===== config.mk =====
export PLATFORM = sky130hd
export DESIGN_NAME = serial_adder_flat
export DESIGN_NICKNAME = d
export VERILOG_FILES = /design/src/rtl/serial_adder_if.sv /design/src/rtl/serial_adder.sv /design/src/flat_wrapper.sv
export SDC_FILE = /design/constraint.sdc
export NUM_CORES = 1
export LEC_CHECK = 0
export ABC_AREA = 1
export BUFFER_PORTS_ARGS = -buffer_cell sky130_fd_sc_hd__clkbuf_2
export CORE_MARGIN = 2
export CORE_UTILIZATION = 45
export CTS_BUF_LIST = sky130_fd_sc_hd__clkbuf_8
export DETAILED_ROUTE_END_ITERATION = 7
export GPL_ROUTABILITY_DRIVEN = 0
export GPL_TIMING_DRIVEN = 0
export PLACE_DENSITY_LB_ADDON = 0.15
export REMOVE_ABC_BUFFERS = 1
export SLEW_MARGIN = 10
export SYNTH_ARGS = -nofsm -noshare
export SYNTH_HDL_FRONTEND = slang
export SYNTH_SLANG_ARGS = --single-unit

===== constraint.sdc =====
create_clock -name i_clk -period 4 [get_ports i_clk]
set_input_delay 0.4 -clock i_clk [delete_from_list [all_inputs] [get_ports i_clk]]
set_output_delay 0.4 -clock i_clk [all_outputs]
set_load 0.005 [all_outputs]

===== src/rtl/serial_adder_if.sv =====
// serial_adder_if
// Request/result bundle for the bit-serial adder/subtractor.
//   i_start, i_sub, i_a, i_b, i_carry_in : request side (driven by master)
//   o_busy, o_done, o_s, o_carry_out, o_overflow : result side (driven by slave)
// Modports: master (requester), slave (the adder itself).
interface serial_adder_if #(
    parameter int W = 8
);
    logic         i_start;
    logic         i_sub;
    logic [W-1:0] i_a;
    logic [W-1:0] i_b;
    logic         i_carry_in;
    logic         o_busy;
    logic         o_done;
    logic [W-1:0] o_s;
    logic         o_carry_out;
    logic         o_overflow;

    modport master (
        output i_start, i_sub, i_a, i_b, i_carry_in,
        input  o_busy, o_done, o_s, o_carry_out, o_overflow
    );

    modport slave (
        input  i_start, i_sub, i_a, i_b, i_carry_in,
        output o_busy, o_done, o_s, o_carry_out, o_overflow
    );
endinterface


===== src/rtl/serial_adder.sv =====
// serial_adder
// Bit-serial adder/subtractor: W-bit operands are processed LSB first, one
// bit per clock, through a single full-adder slice and a carry register.
// Ports:
//   i_clk   : clock, rising edge
//   i_rst_n : asynchronous active-low reset
//   bus     : serial_adder_if.slave (start/sub/operands in, busy/done/result out)
// Latency: o_done rises in the cycle after the W-th edge following the accept
// edge. Results are held until the next o_done.
module serial_adder #(
    parameter int W = 8
) (
    input  logic          i_clk,
    input  logic          i_rst_n,
    serial_adder_if.slave bus
);
    localparam int CW = (W > 1) ? $clog2(W) : 1;

    typedef enum logic [1:0] {
        IDLE = 2'd0,
        ADD  = 2'd1,
        DONE = 2'd2
    } state_t;

    state_t        state_reg;
    logic [W-1:0]  a_reg;      // operand A; also collects the sum from the MSB end
    logic [W-1:0]  b_reg;      // operand B (already inverted for subtraction)
    logic          carry_reg;
    logic [CW-1:0] cnt_reg;
    logic [W-1:0]  s_reg;
    logic          cout_reg;
    logic          ovf_reg;
    logic          done_reg;
    logic          busy_reg;

    // One full-adder slice on the current LSBs.
    logic         sum_bit;
    logic         carry_next;
    logic [W:0]   a_ext;
    logic [W:0]   b_ext;
    logic [W-1:0] a_next;
    logic [W-1:0] b_next;
    logic         last_bit;

    assign sum_bit    = a_reg[0] ^ b_reg[0] ^ carry_reg;
    assign carry_next = (a_reg[0] & b_reg[0]) | (a_reg[0] & carry_reg) | (b_reg[0] & carry_reg);

    // A shifts right and the fresh sum bit enters at its MSB, so after W steps
    // the A register holds the complete sum. The extended vectors keep the
    // shift expressions legal for W == 1.
    assign a_ext    = {sum_bit, a_reg};
    assign b_ext    = {1'b0, b_reg};
    assign a_next   = a_ext[W:1];
    assign b_next   = b_ext[W:1];
    assign last_bit = (cnt_reg == CW'(W - 1));

    always_ff @(posedge i_clk or negedge i_rst_n) begin
        if (!i_rst_n) begin
            state_reg <= IDLE;
            a_reg     <= '0;
            b_reg     <= '0;
            carry_reg <= 1'b0;
            cnt_reg   <= '0;
            s_reg     <= '0;
            cout_reg  <= 1'b0;
            ovf_reg   <= 1'b0;
            done_reg  <= 1'b0;
            busy_reg  <= 1'b0;
        end else begin
            case (state_reg)
                IDLE, DONE: begin
                    done_reg <= 1'b0;
                    if (bus.i_start) begin
                        // Subtraction is a + ~b + 1; a borrow-in cancels the +1.
                        a_reg     <= bus.i_a;
                        b_reg     <= bus.i_b ^ {W{bus.i_sub}};
                        carry_reg <= bus.i_carry_in ^ bus.i_sub;
                        cnt_reg   <= '0;
                        busy_reg  <= 1'b1;
                        state_reg <= ADD;
                    end else begin
                        busy_reg  <= 1'b0;
                        state_reg <= IDLE;
                    end
                end
                ADD: begin
                    a_reg     <= a_next;
                    b_reg     <= b_next;
                    carry_reg <= carry_next;
                    cnt_reg   <= cnt_reg + CW'(1);
                    if (last_bit) begin
                        // carry_reg is the carry into the MSB at this point.
                        s_reg     <= a_next;
                        cout_reg  <= carry_next;
                        ovf_reg   <= carry_reg ^ carry_next;
                        done_reg  <= 1'b1;
                        busy_reg  <= 1'b0;
                        state_reg <= DONE;
                    end
                end
                default: begin
                    done_reg  <= 1'b0;
                    busy_reg  <= 1'b0;
                    state_reg <= IDLE;
                end
            endcase
        end
    end

    assign bus.o_busy      = busy_reg;
    assign bus.o_done      = done_reg;
    assign bus.o_s         = s_reg;
    assign bus.o_carry_out = cout_reg;
    assign bus.o_overflow  = ovf_reg;
endmodule


===== src/flat_wrapper.sv =====
// flat-port wrapper written by rule: the top's interface ports become plain ports
module serial_adder_flat 
#(
    parameter int W = 8
)
  (i_clk, i_rst_n, bus_i_start, bus_i_sub, bus_i_a, bus_i_b, bus_i_carry_in, bus_o_busy, bus_o_done, bus_o_s, bus_o_carry_out, bus_o_overflow);
  serial_adder_if #(.W(W)) bus_i ();
  input  logic i_clk;
  input  logic i_rst_n;
  input wire logic [$bits(bus_i.i_start)-1:0] bus_i_start;
  input wire logic [$bits(bus_i.i_sub)-1:0] bus_i_sub;
  input wire logic [$bits(bus_i.i_a)-1:0] bus_i_a;
  input wire logic [$bits(bus_i.i_b)-1:0] bus_i_b;
  input wire logic [$bits(bus_i.i_carry_in)-1:0] bus_i_carry_in;
  output wire logic [$bits(bus_i.o_busy)-1:0] bus_o_busy;
  output wire logic [$bits(bus_i.o_done)-1:0] bus_o_done;
  output wire logic [$bits(bus_i.o_s)-1:0] bus_o_s;
  output wire logic [$bits(bus_i.o_carry_out)-1:0] bus_o_carry_out;
  output wire logic [$bits(bus_i.o_overflow)-1:0] bus_o_overflow;
  assign bus_i.i_start = bus_i_start;
  assign bus_i.i_sub = bus_i_sub;
  assign bus_i.i_a = bus_i_a;
  assign bus_i.i_b = bus_i_b;
  assign bus_i.i_carry_in = bus_i_carry_in;
  assign bus_o_busy = bus_i.o_busy;
  assign bus_o_done = bus_i.o_done;
  assign bus_o_s = bus_i.o_s;
  assign bus_o_carry_out = bus_i.o_carry_out;
  assign bus_o_overflow = bus_i.o_overflow;
  serial_adder #(.W(W)) u_core (.i_clk(i_clk), .i_rst_n(i_rst_n), .bus(bus_i));
endmodule

# After elaboration in Yosys (flattened, before gate mapping)

Index checks and enable logic that the tools add are counted.

Register bits after elaboration: 34
Output and inout port bits: 12

Add/subtract/negate cells: 1
Eq/ne operators: 5
Muxes and demuxes: 16
Bitwise gates (word level): 10
Reductions and logical operators: 5

Operator list:

| kind                                                                     | number |
|---|---|
| 8-bit one-hot mux with 2 select lines                                    | 2 |
| 8-bit 2-to-1 mux                                                         | 2 |
| 8-bit XOR                                                                | 1 |
| 1-bit 2-to-1 mux                                                         | 6 |
| 3-bit one-hot mux with 2 select lines                                    | 1 |
| 1-bit one-hot mux with 2 select lines                                    | 2 |
| 2-bit one-hot mux with 2 select lines                                    | 1 |
| 2-bit AND reduction                                                      | 2 |
| 1-bit XOR                                                                | 4 |
| 3-bit by 1-bit adder with 3-bit output (second input constant)           | 1 |
| 1-bit bitwise AND                                                        | 3 |
| 3-bit equality test (second input constant)                              | 1 |
| 3-bit 2-to-1 mux                                                         | 1 |
| 2-bit by 1-bit equality test with 1-bit output (second input constant)   | 1 |
| 2-bit equality test (second input constant)                              | 1 |
| 2-bit zero test                                                          | 1 |
| 2-bit 2-to-1 mux                                                         | 1 |
| 2-bit by 1-bit inequality test with 1-bit output (second input constant) | 1 |
| 2-bit inequality test (second input constant)                            | 1 |
| 1-bit OR                                                                 | 2 |
| 2-bit nonzero test                                                       | 1 |
| 2-bit OR reduction                                                       | 1 |

# Logic depth before layout (Yosys ltp)

Gate-level depths: netlist (run 1).

Depth after elaboration: 4
Depth in mapped cells: 7
Mapped depth without buffers: 6

# Worst setup path before layout (run 1)

Ideal clock, no wire load.

Kind: register to register
Start: register u_core.cnt_reg[0]
End: register u_core.cout_reg, in the netlist u_core.bus.o_carry_out
Data arrival time: 1.171 ns
Path slack: 2.714 ns
Cell stages (with the launch flop): 8
Buffers on the path: 1
Cells stage by stage: dfrtp_1 ha_1 ha_1 inv_1 nor2_8 buf_12 nand2_2 nand2_2

Longest elaborated chain between the ends: 2

RTL lines:

| element                       | RTL line           | source |
|---|---|---|
| start: declaration            | serial_adder.sv:29 | `logic [CW-1:0] cnt_reg;` |
| start signal: assignment      | serial_adder.sv:90 | `cnt_reg <= cnt_reg + CW'(1);` |
| 3-bit equality test           | serial_adder.sv:55 | `assign last_bit = (cnt_reg == CW'(W - 1));` |
| 2-bit AND reduction (no line) | -                  |  |
| end signal: assignment        | serial_adder.sv:94 | `cout_reg <= carry_next;` |
| end: declaration              | serial_adder.sv:31 | `logic cout_reg;` |

Every way passes these cells.
A chain may end at the register's enable or synchronous reset.

# Final worst setup path (run 1)

Start: register u_core.state_reg[0]
End: register u_core.s_reg[2], in the netlist u_core.bus.o_s[2]

Longest elaborated chain between the ends: 2

RTL lines:

| element                                        | RTL line           | source |
|---|---|---|
| start: declaration                             | serial_adder.sv:25 | `state_t state_reg;` |
| start signal: assignment                       | serial_adder.sv:59 | `state_reg <= IDLE;` |
| start signal: assignment                       | serial_adder.sv:80 | `state_reg <= ADD;` |
| start signal: assignment                       | serial_adder.sv:83 | `state_reg <= IDLE;` |
| 2-bit by 1-bit equality test with 1-bit output | serial_adder.sv:70 | `case (state_reg)` |
| 2-bit AND reduction (no line)                  | -                  |  |
| end signal: assignment                         | serial_adder.sv:93 | `s_reg <= a_next;` |
| end: declaration                               | serial_adder.sv:30 | `logic [W-1:0] s_reg;` |

Every way passes these cells.

==> impl_metrics.tcl, run 1 <==
set metrics [dict create \
    status "complete, no violations" \
    layout-drive-gt1-share_pct 25.7 \
    crit_cells 5 \
    cp_cell_sequence "inv_2 -> nor2_1 -> nand2_1 -> nand2_1 -> nand2_2" \
    grt.total_usage_pct 18.2 \
    peakVddDrop_uv 292 \
    synthFlopType "dfrtp_1" \
    rsz0062_at_grt "no" \
    core_area_mm2 0.00361 \
    period_minus_slack_ns 2.25 \
    drt-total-wl_um 3120 \
    cp_slowest_cell "dfrtp_1" \
    clk_pin_slew_ns 0.06 \
    drt_iter0_markers 59 \
    maxCapViolCount 0 \
    n_antenna_cell 0 \
    insertion_delay_ns 0.29 \
    setup_tns_ns 0 \
    leakage_nw 1.07 \
    drc 0 \
    floorplan.initialDensity_pct 45.8 \
    dr_total_vias 1336 \
    clockBufferDepth 2 \
    synth_cell_types 19 \
    end_kind "register" \
    ys_warn_count 0 \
    cp_common_cell "nand2_1" \
    hold_viol_final 0 \
    yosys-top-cells-count "nand2_1 (74), nand3_1 (40), dfrtp_1 (32), inv_1 (20), nand2_2 (17)" \
    synth_edf_count 0 \
    async_flop_share_pct 100 \
    ios 33 \
    grt_overflow 0 \
    crit_path_max_fanout 12 \
    netlist_top_cells_area "dfrtp_1 (49%), nand2_1 (17%), nand3_1 (12%), nand2_2 (6.4%), inv_1 (4.5%)" \
    root_buffer "clkbuf_8" \
    clkSinkCount 32 \
    syn_avg_cell_area_um2 8.01 \
    hold_buffers 0 \
    critical_path.top_delay_family "simple AND/OR/NAND/NOR gates" \
    fillers 381 \
    clkPwrFrac_pct 18.4 \
    dp_hpwl_um 2200 \
    seq_area_frac_synth_pct 48.5 \
    yosysMostFrequentCell "nand2_1" \
    cts.htree.levels 2 \
    hold_ws_ns 0.180 \
    hold_path_class "input port to asynchronous set/reset pin" \
    die_x_um 64.6 \
    max_slew_margin_pct 48.1 \
    finalMaxSlewViolations 0 \
    critPathBufInv 1 \
    grt_pass1_vias 1309 \
    route.antenna.remaining_nets 0 \
    syn2layout_area_growth_pct 15.2 \
    layout.nets 261 \
    die_area_mm2 0.00417 \
    r2r_cells 5 \
    p_switching_mw 0.573 \
    cts_made_buffers 5 \
    clock.fmax_ghz 0.445 \
    period_share_pct 56.2 \
    tightestPinTransition_ns 0.778 \
    cts_setup_buffers 0 \
    cp-start-kind "register" \
    arrival_ns 2.43 \
    powerDensity_mw_per_mm2 761 \
    crit_type "register to register" \
    max_stage_delay_ns 0.63 \
    antenna_found_initial 0 \
    grt_max_degree 33 \
    p_int_mw 0.874 \
    wire_per_inst_um 11.0 \
    cts_tree "done" \
    combPwrFrac_pct 39.9 \
    synthCells 206 \
    ys_ff_latch 32 \
    fin_skew_ns 0.00283 \
    dr.pass1.iters 4 \
    die_h_um 64.6 \
    yosysTopAreaCellShare_pct 48.5 \
    grt_pass1_wl_um 5760 \
    swShare_pct 39.6 \
    cts.repair.resized 0 \
    finalSetupViolations 0 \
    synth_top_area_cell "dfrtp_1" \
    synthesis.area_mm2 0.00165 \
    port_buffers 32 \
    cp.required_ns 4.18 \
    fp-row-count 22 \
    viasPerCell 4.69 \
    p_seq_share_pct 41.6 \
]
==> path summary, 6_finish.rpt <==
kind / startpoint / to / slack (ns)
max: u_core.state_reg[0]$_DFFE_PN0P_ / u_core.bus.o_s[2]$_DFFE_PN0P_ / 1.75
min: i_rst_n / u_core.bus.o_s[3]$_DFFE_PN0P_ / 0.18
max reg2reg: u_core.state_reg[0]$_DFFE_PN0P_ / u_core.bus.o_s[2]$_DFFE_PN0P_ / 1.75
min reg2reg: u_core.b_reg[7]$_DFFE_PN0P_ / u_core.b_reg[7]$_DFFE_PN0P_ / 0.47
max in group asynchronous: i_rst_n / u_core.cnt_reg[2]$_DFFE_PN0P_ / 3.33
min in group i_clk: bus_i_b[7] / u_core.b_reg[7]$_DFFE_PN0P_ / 0.38
==> worst register-to-register path, delay by kind of cell (launching register included) <==
| family | cells | cell delay [ns] |
|---|---|---|
| buf+inv | 1 | 0.19 |
| simple gates | 4 | 1.32 |
| flops | 1 | 0.63 |
==> power by group through the flow <==
stage                     registers [mW]  clock network [mW]  logic (mW)
after floorplan                    0.594                   0       0.419
after global placement             0.606                   0       0.581
after detailed placement           0.607                   0       0.591
after CTS                          0.604               0.275       0.593
after global routing               0.625               0.289       0.690
final                              0.602               0.267       0.578
==> cells in the final DEF (no fill, tap or decap) <==
| cell | Yosys | layout |
|---|---|---|
| nand2_1 | 74 | 74 |
| nand3_1 | 40 | 40 |
| clkbuf_2 | 0 | 32 |
| dfrtp_1 | 32 | 32 |
| inv_1 | 20 | 20 |
| nand2_2 | 17 | 17 |
| clkbuf_8 | 0 | 7 |
| nor2_1 | 4 | 4 |
| inv_2 | 2 | 2 |
| ha_1 | 2 | 2 |
| nor2_2 | 1 | 1 |
| nand2_4 | 1 | 1 |
| nor2_8 | 1 | 1 |
| o21ai_0 | 1 | 1 |
| xor2_1 | 1 | 1 |
| a21oi_1 | 1 | 1 |
| fa_1 | 1 | 1 |
==> final cells by class <==
cell class | count | area [µm²] | share of cell area, %
Clock buffer | 7 | 96.3 | 5.07
Inverter | 22 | 82.6 | 4.34
Multi-Input combinational cell | 144 | 701 | 36.9
Sequential cell | 32 | 801 | 42.1
Tap cell | 48 | 60.1 | 3.16
Timing Repair Buffer | 32 | 160 | 8.43
==> kinds of logic after synthesis <==
kind of cell	Yosys count	share of synthesized area (%)
flops	32	48.5
simple gates	138	38.6
xor+xnor	1	0.531
fa+ha+maj	3	2.73
compound gates	2	0.606
buf+inv	30	9.02
==> routing by layer <==
layer  global-route usage [%]  wire [µm]  vias to the layer above
li1                         -          -                      696
met5                        0          0                        -
met2                     29.3       1410                       28
met1                     22.5       1520                      606
met4                     8.78         68                        0
met3                     5.38        128                        6
==> metrics by stage <==
| step | utilization (%) | area (µm²) | total power, mW | setup slack, ns | cells |
|---|---|---|---|---|---|
| after floorplan | - | 1580 | 1.01 | 2.31 | 198 |
| after global placement | 50.0 | 1800 | 1.19 | 1.69 | 278 |
| after detailed placement | 50.0 | 1800 | 1.20 | 1.72 | 278 |
| after CTS | 52.7 | 1900 | 1.47 | 1.67 | 285 |
| after global routing | 52.7 | 1900 | 1.60 | 1.51 | 285 |
| final | 52.7 | 1900 | 1.45 | 1.75 | 285 |
Note: power is estimated with default switching activity, not from simulation.
==> run 2, diff against run 1 <==
--- a/config.mk
+++ b/config.mk
@@ -5,7 +5,7 @@
 export SDC_FILE = /design/constraint.sdc
 export NUM_CORES = 1
 export LEC_CHECK = 0
-export ABC_AREA = 1
+export ABC_AREA = 0
 export BUFFER_PORTS_ARGS = -buffer_cell sky130_fd_sc_hd__clkbuf_2
 export CORE_MARGIN = 2
 export CORE_UTILIZATION = 45
==> constraint.sdc (replaced) <==
create_clock -name i_clk -period 2.2 [get_ports i_clk]
set_input_delay 0.22 -clock i_clk [delete_from_list [all_inputs] [get_ports i_clk]]
set_output_delay 0.22 -clock i_clk [all_outputs]
set_load 0.005 [all_outputs]
==> impl_metrics.tcl, run 2 <==
set metrics [dict create \
    peakVddDrop_uv 642 \
    fillers 285 \
    ys_ff_latch 32 \
    fin_skew_ns 0.00610 \
    maxCapViolCount 0 \
    port_buffers 32 \
    cts.htree.levels 2 \
    synth_fa_ha_area_share_pct 3.13 \
    synth-simple-area-share_pct 5.13 \
    route.antenna.remaining_nets 0 \
    dr.pass1.iters 4 \
    finalSetupViolations 0 \
    cp.required_ns 2.41 \
    synth_compound_area_share_pct 17.1 \
    status "finished, violations left" \
    violations "negative hold slack" \
    cts_setup_buffers 0 \
    core_area_mm2 0.00305 \
    yosysTopAreaCellShare_pct 55.7 \
    clockBufferDepth 2 \
    hold_buffers 0 \
    antenna_found_initial 0 \
    cts.repair.resized 0 \
    fp-row-count 20 \
    dp.cells 176 \
    die_h_um 60.5 \
    seq_area_frac_synth_pct 55.7 \
    period_share_pct 78.5 \
    rrSetupSlack_ns 0.47 \
    grt_overflow 0 \
    drt-total-wl_um 2420 \
    syn_avg_cell_area_um2 13.3 \
    die_x_um 60.5 \
    end_kind "register" \
    critPathBufInv 0 \
    hold_path_class "input port to asynchronous set/reset pin" \
    drt_iter0_markers 40 \
    synthCells 108 \
    cp_slowest_cell "nor2_2" \
    r2r_end "u_core.cnt_reg[0]$_DFFE_PN0P_" \
    ys_warn_count 0 \
    reg2reg_from "u_core.state_reg[0]$_DFFE_PN0P_" \
    synthesis.area_mm2 0.00144 \
    dp_hpwl_um 1700 \
    yosysMostFrequentCell "dfrtp_1" \
    clkSinkCount 32 \
    drc 0 \
    final_cell_mix "clkbuf_2 (32), dfrtp_1 (32), a22o_1 (11), mux2_2 (10), xnor2_1 (9)" \
    final_cells 184 \
    floorplan.initialDensity_pct 47.1 \
    crit_type "register to register" \
    hold_viol_final 6 \
    grt.total_usage_pct 15.5 \
    tightestPinTransition_ns 0.827 \
    ios 33 \
    power_mw 2.43 \
    cp-start-kind "register" \
    powerDensity_mw_per_mm2 1450 \
    synth.area.mux_share_pct 7.83 \
    syn2layout_area_growth_pct 16.9 \
    synthFlopType "dfrtp_1" \
    arrival_ns 1.94 \
    viasPerCell 5.06 \
    period_minus_slack_ns 1.73 \
    rsz0062_at_grt "no" \
    critical_path.top_delay_family "simple AND/OR/NAND/NOR gates" \
    async_flop_share_pct 100 \
    cp_cell_sequence "and2b_4 -> nor2_2 -> mux2_2" \
    leakage_nw 0.848 \
    crit_path_max_fanout 21 \
    finalMaxSlewViolations 0 \
    layout.nets 163 \
    hold_ws_ns -0.00417 \
    multi_input_area_um2 566 \
    grt_pass1_wl_um 4020 \
    final_util_pct 55.1 \
    yosys-top-cells-count "dfrtp_1 (32), a22o_1 (11), mux2_2 (10), xnor2_1 (9)" \
    max_stage_delay_ns 0.67 \
    grt_pass1_vias 899 \
    cts_made_buffers 5 \
    synth_top_family_by_area "compound AO/OA/AOI/OAI gates" \
    grt_max_degree 33 \
    max_slew_margin_pct 44.8 \
    dr_total_vias 931 \
    cts_tree "done" \
    layout-drive-gt1-share_pct 37.9 \
    insertion_delay_ns 0.28 \
    wire_per_inst_um 13.1 \
    register_area_um2 801 \
    root_buffer "clkbuf_8" \
    clk_pin_slew_ns 0.06 \
    setup_tns_ns 0 \
    clock.fmax_ghz 0.579 \
    synth-xor-area-share_pct 6.09 \
    n_antenna_cell 0 \
    synth_top_area_cell "dfrtp_1" \
    r2r_cells 3 \
    netlist_top_cells_area "dfrtp_1 (56%), mux2_2 (7.8%), a22o_1 (6.7%), a221o_1 (5.6%), xnor2_1 (5.5%)" \
    synth_cell_types 21 \
    synth_edf_count 0 \
    die_area_mm2 0.00367 \
]
[run 2: cell types whose count changed in the layout (fill, tap and decap cells not counted), sizes merged, moves of 2 or more]
| cell | change |
|---|---|
| xnor2 | +9 |
| a221o | +8 |
| nor2 | +3 |
| nand3 | -40 |
| a21o | +8 |
| nand2 | -91 |
| inv | -20 |
| a22o | +11 |
| mux2 | +10 |
| clkinv | +2 |
[run 2: area by class of cell]
cell class	instances	share of cell area, %
well taps	44	3.27
clock buffers	6	4.91
flip-flops and latches	32	47.6
clock inverters	2	0.595
inverters	2	0.446
multi-input cells	66	33.6
repair buffers	32	9.52
[run 2: metrics by stage]
step                      worst slack (ns)  instance area, µm²
after CTS                            0.458                1680
after global placement               0.488                1590
final                                0.473                1680
after detailed placement             0.460                1590
after floorplan                      0.667                1370
after global routing                 0.366                1680
[run 2: how the worst max path moves through the flow]
stage	endpoint	cells past startpoint	from
floorplan	u_core.bus.o_carry_out$_DFFE_PN0P_	4	u_core.cnt_reg[0]$_DFFE_PN0P_
global placement	u_core.cnt_reg[0]$_DFFE_PN0P_	3	u_core.state_reg[0]$_DFFE_PN0P_
detailed placement	u_core.bus.o_s[5]$_DFFE_PN0P_	4	u_core.cnt_reg[0]$_DFFE_PN0P_
CTS	u_core.bus.o_s[5]$_DFFE_PN0P_	4	u_core.cnt_reg[0]$_DFFE_PN0P_
global route	u_core.bus.o_s[5]$_DFFE_PN0P_	4	u_core.cnt_reg[0]$_DFFE_PN0P_
finish	u_core.cnt_reg[0]$_DFFE_PN0P_	3	u_core.state_reg[0]$_DFFE_PN0P_
[run 2: metal layers]
layer / GRT usage [%] / share of wire (%)
met1: 19.7 / 47
met2: 22.2 / 45
met3: 8.53 / 7.4
met4: 6.52 / 0.37
met5: 0 / 0
[run 2: cells by family after synthesis]
| group | count (synthesis) |
|---|---|
| buf+inv | 10 |
| simple gates | 14 |
| flops | 32 |
| fa+ha+maj | 3 |
| compound gates | 29 |
| mux | 10 |
| xor+xnor | 10 |
[run 2: power by group]
group / internal (mW) / leakage, nW / total (mW) / switching [mW]
clock network: 0.249 / 0.0510 / 0.449 / 0.200
registers: 0.876 / 0.394 / 1.05 / 0.176
logic: 0.526 / 0.404 / 0.933 / 0.407
total: 1.65 / 0.848 / 2.43 / 0.783
